File: config.mk
export PLATFORM = sky130hd
export DESIGN_NAME = cpu_regfile
export DESIGN_NICKNAME = d
export VERILOG_FILES = /design/src/rtl/cpu_pkg.sv /design/src/rtl/cpu_regfile_rdport.sv /design/src/rtl/cpu_regfile.sv
export SDC_FILE = /design/constraint.sdc
export NUM_CORES = 1
export LEC_CHECK = 0
export CAP_MARGIN = 10
export CELL_PAD_IN_SITES_DETAIL_PLACEMENT = 0
export CELL_PAD_IN_SITES_GLOBAL_PLACEMENT = 2
export CORE_MARGIN = 5
export CORE_UTILIZATION = 35
export CTS_CLUSTER_DIAMETER = 100
export DETAILED_ROUTE_END_ITERATION = 10
export PLACE_DENSITY = 0.84
export SYNTH_ARGS = -nofsm -noshare
export SYNTH_HDL_FRONTEND = slang
export SYNTH_SLANG_ARGS = --single-unit
File: constraint.sdc
create_clock -name clk -period 2.7 [get_ports clk]
set_input_delay 0.54 -clock clk [delete_from_list [all_inputs] [get_ports clk]]
set_output_delay 0.54 -clock clk [all_outputs]
set_load 0.03 [all_outputs]
File: src/rtl/cpu_pkg.sv
// Shared CPU datapath types and default sizes.
// Imported by the register file and its read-port sub-module.
package cpu_pkg;

    localparam int unsigned DATA_W_DEF = 8;
    localparam int unsigned NREGS_DEF  = 8;

    typedef logic [$clog2(NREGS_DEF)-1:0] reg_addr_t;
    typedef logic [DATA_W_DEF-1:0]        reg_data_t;

endpackage

File: src/rtl/cpu_regfile_rdport.sv
// Registered read port with same-cycle write bypass and hold-on-disable.
// The dedicated write port outranks the bus-load port when both hit the read address.
module cpu_regfile_rdport
    import cpu_pkg::*;
#(
    parameter int unsigned DATA_W = DATA_W_DEF,
    parameter int unsigned NREGS  = NREGS_DEF,
    localparam int unsigned AW    = $clog2(NREGS)
) (
    input  logic                           clk,
    input  logic                           rst,
    input  logic                           en,
    input  logic [AW-1:0]                  addr,
    input  logic [NREGS-1:0][DATA_W-1:0]   regs,
    input  logic                           wp_en,
    input  logic [AW-1:0]                  wp_addr,
    input  logic [DATA_W-1:0]              wp_data,
    input  logic                           bp_en,
    input  logic [AW-1:0]                  bp_addr,
    input  logic [DATA_W-1:0]              bp_data,
    output logic [DATA_W-1:0]              data
);

    logic [DATA_W-1:0] data_q;
    logic [DATA_W-1:0] data_d;

    // Enables arrive already qualified, so a dropped write never bypasses.
    always_comb begin
        data_d = data_q;
        if (en) begin
            if (wp_en && (wp_addr == addr)) begin
                data_d = wp_data;
            end else if (bp_en && (bp_addr == addr)) begin
                data_d = bp_data;
            end else begin
                data_d = regs[addr];
            end
        end
    end

    always_ff @(posedge clk) begin
        if (rst) begin
            data_q <= '0;
        end else begin
            data_q <= data_d;
        end
    end

    assign data = data_q;

endmodule

File: src/rtl/cpu_regfile.sv
// CPU primary register file: two registered read ports, a write port, a bus
// load/drive port and a per-register busy scoreboard.
module cpu_regfile
    import cpu_pkg::*;
#(
    parameter int unsigned DATA_W  = DATA_W_DEF,
    parameter int unsigned NREGS   = NREGS_DEF,
    parameter bit          ZERO_R0 = 1'b0,
    localparam int unsigned AW     = $clog2(NREGS)
) (
    input  logic              clk,
    input  logic              rst,
    input  logic              wr_en,
    input  logic [AW-1:0]     wr_addr,
    input  logic [DATA_W-1:0] wr_data,
    input  logic              rd_a_en,
    input  logic [AW-1:0]     rd_a_addr,
    output logic [DATA_W-1:0] rd_a_data,
    input  logic              rd_b_en,
    input  logic [AW-1:0]     rd_b_addr,
    output logic [DATA_W-1:0] rd_b_data,
    input  logic              bus_load,
    input  logic              bus_drive,
    input  logic [AW-1:0]     bus_addr,
    input  logic [DATA_W-1:0] bus_in,
    output logic [DATA_W-1:0] bus_out,
    output logic              bus_oe,
    input  logic              rsv_en,
    input  logic [AW-1:0]     rsv_addr,
    output logic [NREGS-1:0]  busy
);

    logic [NREGS-1:0][DATA_W-1:0] regs_q;
    logic [NREGS-1:0][DATA_W-1:0] regs_d;
    logic [NREGS-1:0]             busy_q;
    logic [NREGS-1:0]             busy_d;

    logic wr_commit;
    logic bus_commit;
    logic wr_r0_hit;
    logic bus_r0_hit;
    logic rsv_r0_hit;

    assign wr_r0_hit  = ZERO_R0 && (wr_addr == '0);
    assign bus_r0_hit = ZERO_R0 && (bus_addr == '0);
    assign rsv_r0_hit = ZERO_R0 && (rsv_addr == '0);

    // The write port wins an address collision; the bus value is dropped.
    assign wr_commit  = wr_en && !wr_r0_hit;
    assign bus_commit = bus_load && !bus_r0_hit && !(wr_en && (wr_addr == bus_addr));

    always_comb begin
        regs_d = regs_q;
        if (bus_commit) begin
            regs_d[bus_addr] = bus_in;
        end
        if (wr_commit) begin
            regs_d[wr_addr] = wr_data;
        end
        if (ZERO_R0) begin
            regs_d[0] = '0;
        end
    end

    // A reservation in the same cycle as a write leaves the register busy.
    always_comb begin
        busy_d = busy_q;
        for (int unsigned i = 0; i < NREGS; i++) begin
            if ((wr_commit && (wr_addr == AW'(i))) || (bus_commit && (bus_addr == AW'(i)))) begin
                busy_d[i] = 1'b0;
            end
            if (rsv_en && !rsv_r0_hit && (rsv_addr == AW'(i))) begin
                busy_d[i] = 1'b1;
            end
        end
        if (ZERO_R0) begin
            busy_d[0] = 1'b0;
        end
    end

    always_ff @(posedge clk) begin
        if (rst) begin
            regs_q <= '0;
            busy_q <= '0;
        end else begin
            regs_q <= regs_d;
            busy_q <= busy_d;
        end
    end

    assign busy    = busy_q;
    assign bus_out = regs_q[bus_addr];
    assign bus_oe  = bus_drive && !bus_load && !rst;

    cpu_regfile_rdport #(
        .DATA_W (DATA_W),
        .NREGS  (NREGS)
    ) u_rdport_a (
        .clk     (clk),
        .rst     (rst),
        .en      (rd_a_en),
        .addr    (rd_a_addr),
        .regs    (regs_q),
        .wp_en   (wr_commit),
        .wp_addr (wr_addr),
        .wp_data (wr_data),
        .bp_en   (bus_commit),
        .bp_addr (bus_addr),
        .bp_data (bus_in),
        .data    (rd_a_data)
    );

    cpu_regfile_rdport #(
        .DATA_W (DATA_W),
        .NREGS  (NREGS)
    ) u_rdport_b (
        .clk     (clk),
        .rst     (rst),
        .en      (rd_b_en),
        .addr    (rd_b_addr),
        .regs    (regs_q),
        .wp_en   (wr_commit),
        .wp_addr (wr_addr),
        .wp_data (wr_data),
        .bp_en   (bus_commit),
        .bp_addr (bus_addr),
        .bp_data (bus_in),
        .data    (rd_b_data)
    );

endmodule

# After elaboration in Yosys (flattened, before gate mapping)
# Index checks and enable logic that the tools add are counted.
totals:
  out_inout_bits: 33
  ff_bits: 88
  wordCells: 140
  inputBits: 39
op_classes:
  reduce_logical: 56
  n_mux: 34
  n_lt_le_gt_ge: 6
  eq_ne: 26
op_table:
  columns: ["operator", "count"]
  rows:
  - ["$bwmux 64", 2]
  - ["$mux 64", 2]
  - ["$bmux 8 s3", 3]
  - ["$mux 8", 9]
  - ["$demux 8 s3", 2]
  - ["$eq 3x3->1 const B", 12]
  - ["$logic_and 1x1->1", 34]
  - ["$eq 3x2->1 const B", 6]
  - ["$lt 3x4->1 const B", 4]
  - ["$mux 1", 16]
  - ["$reduce_bool 2->1", 8]
  - ["$eq 3x3->1", 5]
  - ["$eq 3x1->1 const B", 3]
  - ["$logic_not 3->1", 3]
  - ["$logic_or 1x1->1", 8]
  - ["$ge 3x1->1 const B", 2]
  - ["$logic_not 1->1", 3]

# Longest topological paths before layout
depth:
  ltp_word: 8
  depth_mapped: 7
  depth_no_buf: 4

# Modules after synthesis
# From an unflattened synthesis, not the netlist that was laid out.
hier_totals:
  cells_unflattened: 726
  hier_area_um2: 6666.4
by_module_without_submodules:
  columns: ["mod", "cells_each", "instances", "seq_area_each_um2", "area_each_um2"]
  rows:
  - ["cpu_regfile", 546, 1, 1441.4, 4529.3]
  - ["cpu_regfile_rdport", 90, 2, 160.2, 1068.5]

# Worst setup path before layout
# Ideal clock, no wire load.
synth_path:
  path_kind: "in2out"
  startpoint: "input bus_addr[0]"
  endpoint: "output bus_out[0]"
  n_path_buf: 2
  t_arrival_ps: 2103
  stages: 4
  path_slack_ps: 57
  t_required_ps: 2160
  path_cell_list: "buf_2 > buf_1 > mux4_2 > mux2_2"
synth_between:
  elab_chain_cells: 2
synth_rtl:
  columns: ["element", "line", "source"]
  rows:
  - ["start: declaration", "cpu_regfile.sv:24", "input logic [AW-1:0] bus_addr,"]
  - ["$bmux 8 s3", "cpu_regfile.sv:92", "assign bus_out = regs_q[bus_addr];"]
  - ["$mux 8 (implied by the code)", "cpu_regfile.sv:92", null]
  - ["end: declaration", "cpu_regfile.sv:26", "output logic [DATA_W-1:0] bus_out,"]
# Every way passes these cells. The select of a mux whose other input is x is not followed.

# Worst setup path after layout
layout_path:
  startpoint: "input bus_addr[0]"
  endpoint: "output bus_out[5]"
# Same word-level chain as after synthesis.

==> impl_metrics.toml <==
[routing]
vias_per_cell = 6.03
wl_um = 22000
detailedRoute.firstIterationViolations = 543
vias = 5697
antenna_violating_nets_left = 0
wl_per_cell_um = 23.3
first_pass_iters = 5
drc_violation_count_after_routing = 0

[final_layout]
fin_nets = 758
finish.instance_area_mm2 = 0.00732
diodes = 0
layout.cells.most_common = "sky130_fd_sc_hd__mux2i_1"
post_route_cells_drive_above_1_share = 0.140
commonest_cells_after_routing_fill_and_taps_aside = "sky130_fd_sc_hd__mux2i_1 (128), sky130_fd_sc_hd__nor2_1 (105), sky130_fd_sc_hd__dfxtp_1 (88), sky130_fd_sc_hd__a211oi_1 (63), sky130_fd_sc_hd__clkdlybuf4s50_1 (57)"
num-fill-cells = 1610
finish.cell_count_without_fillers = 944
layout.area.seq_mm2 = 0.00176
multiInputGateArea_mm2 = 0.00387
finish.utilization = 0.439
layout-area-overhead-vs-synth_pct = 22.2

[run]
max_cap_viol_count = 0

[worst_setup_path]
worstSetupStartpointType = "input port"
worstPathRequired_ns = 2.16
path_class = "in2out"
critical_path_peak_fanout = 16
critPathCaptureType = "primary output"
crit_path_arrival_time_ns = 2.10

[synthesis]
yosysSeqAreaShare = 0.294
postSynthAreaPerCell_um2 = 8.93
largest_cells_by_area_after_synthesis = "sky130_fd_sc_hd__dfxtp_1 (29%), sky130_fd_sc_hd__mux2i_1 (21%), sky130_fd_sc_hd__a211oi_1 (7.9%), sky130_fd_sc_hd__nor2_1 (6.6%), sky130_fd_sc_hd__mux4_2 (6.0%)"
synth.lib_cells_used.distinct = 38
netlist_instances = 671
edff_count_synth = 0
synthDominantCellAreaShare = 0.294
asyncSetResetFlopFracSynth = 0
synth_largest_area_cell = "sky130_fd_sc_hd__dfxtp_1"
postSynth.topFlopCell = "sky130_fd_sc_hd__dfxtp_1"
ys_seq_elements = 88
net_count_after_synthesis = 710
synthesized_cell_area_mm2 = 0.00599
synth_warnings = 0

[outcome]
status = "finished, final reports clean"

[global_route]
grt_pass1_vias = 5570
overflow = 0
grt_pass1_wl_um = 34000
grt_use_met1 = 0.300
grt_antenna_before_repair = 0
grt_busiest_layer = "met2"
grt.met2_usage = 0.352
track_usage = 0.222
maximum_number_of_pins_on_one_net_before_global_route_repair = 39
globalRouteMet3Util = 0.0477

[clock_network]
clkTransAtPathRegs_ns = 0.06
tritoncts_num_sinks = 88
clock_tree.buffer_depth = 2
tritoncts = "done"
h-tree-depth = 3
holdBufCountCts = 0
cts_buffers = 9
cts-root-buf = "sky130_fd_sc_hd__clkbuf_16"
clk-insertion-delay-late_ns = 0.35

[placement]
place_congestion = 0.933
placed_area_mm2 = 0.00699
port_buffers = 71
dp.cells = 928
hpwlAfterDp_um = 16200

[sta]
timing_max_transition_violations_final = 0
hold_viol = 0
final_count_of_negative_setup_slack_endpoints = 0
worst_hold_slack_ns = 0.481
post-route-min-period_ns = 2.64
unrepaired_setup_endpoints_after_global_routing = "no"
slew_headroom = 0.471
timing.clock.skew_ns = 0.00909
fmax_mhz = 378
layout_worst_path_cycle_share = 0.979
tightestPinTransition_ns = 0.792

[power_and_ir_drop]
p_leak_nw = 2.86
power_density_mw_per_mm2 = 508
peakVddDrop_v = 0.000358

[die]
ioPinCount = 72
full_die_area_mm2 = 0.0198
die_y_um = 141
core_area_mm2 = 0.0167
initial_utilization = 0.359
fp-row-count = 47
die_width_um = 141

[worst_hold_path]
worstHoldPathType = "reg2reg"
## layer usage
layer,vias to the layer above,wire length (um),part of all wire
met3,53,1460,0.066
met5,-,0,0
met2,268,9900,0.45
met4,0,773,0.035
li1,2634,-,-
met1,2742,9820,0.45
## metrics by stage
stage                     TNS (ns)  worst slack [ns]  power, W
after floorplan                  0            0.0574   0.00201
after global placement       -2.28            -0.385   0.00233
after detailed placement     -2.39            -0.405   0.00235
after CTS                        0            0.0575   0.00374
after global routing             0            0.0129   0.00386
final                            0            0.0571   0.00372
## synthesized netlist by cell type (2+ instances only)
cell / instances
sky130_fd_sc_hd__dfxtp_1: 88
sky130_fd_sc_hd__a41o_1: 2
sky130_fd_sc_hd__nor2_1: 105
sky130_fd_sc_hd__nor2b_1: 10
sky130_fd_sc_hd__a22oi_1: 32
sky130_fd_sc_hd__a31oi_1: 16
sky130_fd_sc_hd__mux4_2: 16
sky130_fd_sc_hd__nand2_1: 17
sky130_fd_sc_hd__o221ai_1: 16
sky130_fd_sc_hd__buf_1: 14
sky130_fd_sc_hd__and2_1: 2
sky130_fd_sc_hd__a32oi_1: 3
sky130_fd_sc_hd__nor3_1: 16
sky130_fd_sc_hd__a211oi_1: 63
sky130_fd_sc_hd__mux2i_1: 128
sky130_fd_sc_hd__nand4b_1: 4
sky130_fd_sc_hd__nand4_1: 7
sky130_fd_sc_hd__nand3b_1: 3
sky130_fd_sc_hd__nor4_4: 2
sky130_fd_sc_hd__nand3_1: 23
sky130_fd_sc_hd__mux2_2: 8
sky130_fd_sc_hd__a21oi_1: 5
sky130_fd_sc_hd__xnor2_1: 5
sky130_fd_sc_hd__buf_6: 2
sky130_fd_sc_hd__nand4bb_1: 3
sky130_fd_sc_hd__clkbuf_1: 35
sky130_fd_sc_hd__buf_2: 26
sky130_fd_sc_hd__xor2_1: 10
## what timing repair did
action / in CTS / in global routing
buffers inserted: 0 / 0
resized for setup: 8 / 1
gates cloned: 0 / 0
pin swaps: 0 / 0
endpoints found under the setup margin: 8 / 1
## state kept, by name, indices dropped and copies added (netlist names)
name             flops
busy                 8
regs_q              64
u_rdport_a.data      8
u_rdport_b.data      8
## final timing paths
| kind | end | cells after the start | slack (ns) | startpoint |
|---|---|---|---|---|
| worst min-delay path | busy[7] | 2 | 0.48 | busy[7] |
| worst max register to register | u_rdport_b.data[4] | 5 | 1.42 | regs_q[28] |
| worst max-delay path | bus_out[5] | 6 | 0.06 | bus_addr[0] |
| worst min register to register | busy[7] | 2 | 0.48 | busy[7] |
## worst max-delay path, cell delays in order
cell and delay [ns]:
sky130_fd_sc_hd__clkdlybuf4s15_2 0.25, sky130_fd_sc_hd__buf_4 0.15, sky130_fd_sc_hd__buf_12 0.15, sky130_fd_sc_hd__mux4_2 0.51, sky130_fd_sc_hd__mux2_4 0.32, sky130_fd_sc_hd__buf_4 0.18
## cell type report
| class | instances | share of cell area |
|---|---|---|
| multi-input combinational | 503 | 0.529 |
| clock buffer | 11 | 0.0331 |
| sequential | 88 | 0.241 |
| clock inverter | 5 | 0.0109 |
| inverter | 1 | 0.000512 |
| timing repair buffer | 116 | 0.149 |
| tap | 220 | 0.0376 |
## report_power, final
part	switching [W]	internal (W)	total, W
Combinational	0.000489	0.000368	0.000857
Sequential	0.0000979	0.00138	0.00148
Clock	0.000552	0.000836	0.00139
## cells by family (layout without fill, tap and decap cells)
family / Yosys count / in the layout / share of synthesized area
multiplexers: 152 / 152 / 0.289
flip-flops: 88 / 88 / 0.294
XOR/XNOR: 15 / 15 / 0.0219
AND/OR/NAND/NOR: 198 / 198 / 0.161
buffers and inverters: 80 / 133 / 0.0606
AO/OA/AOI/OAI: 138 / 138 / 0.173
Note: power is estimated with default switching activity, not from simulation.
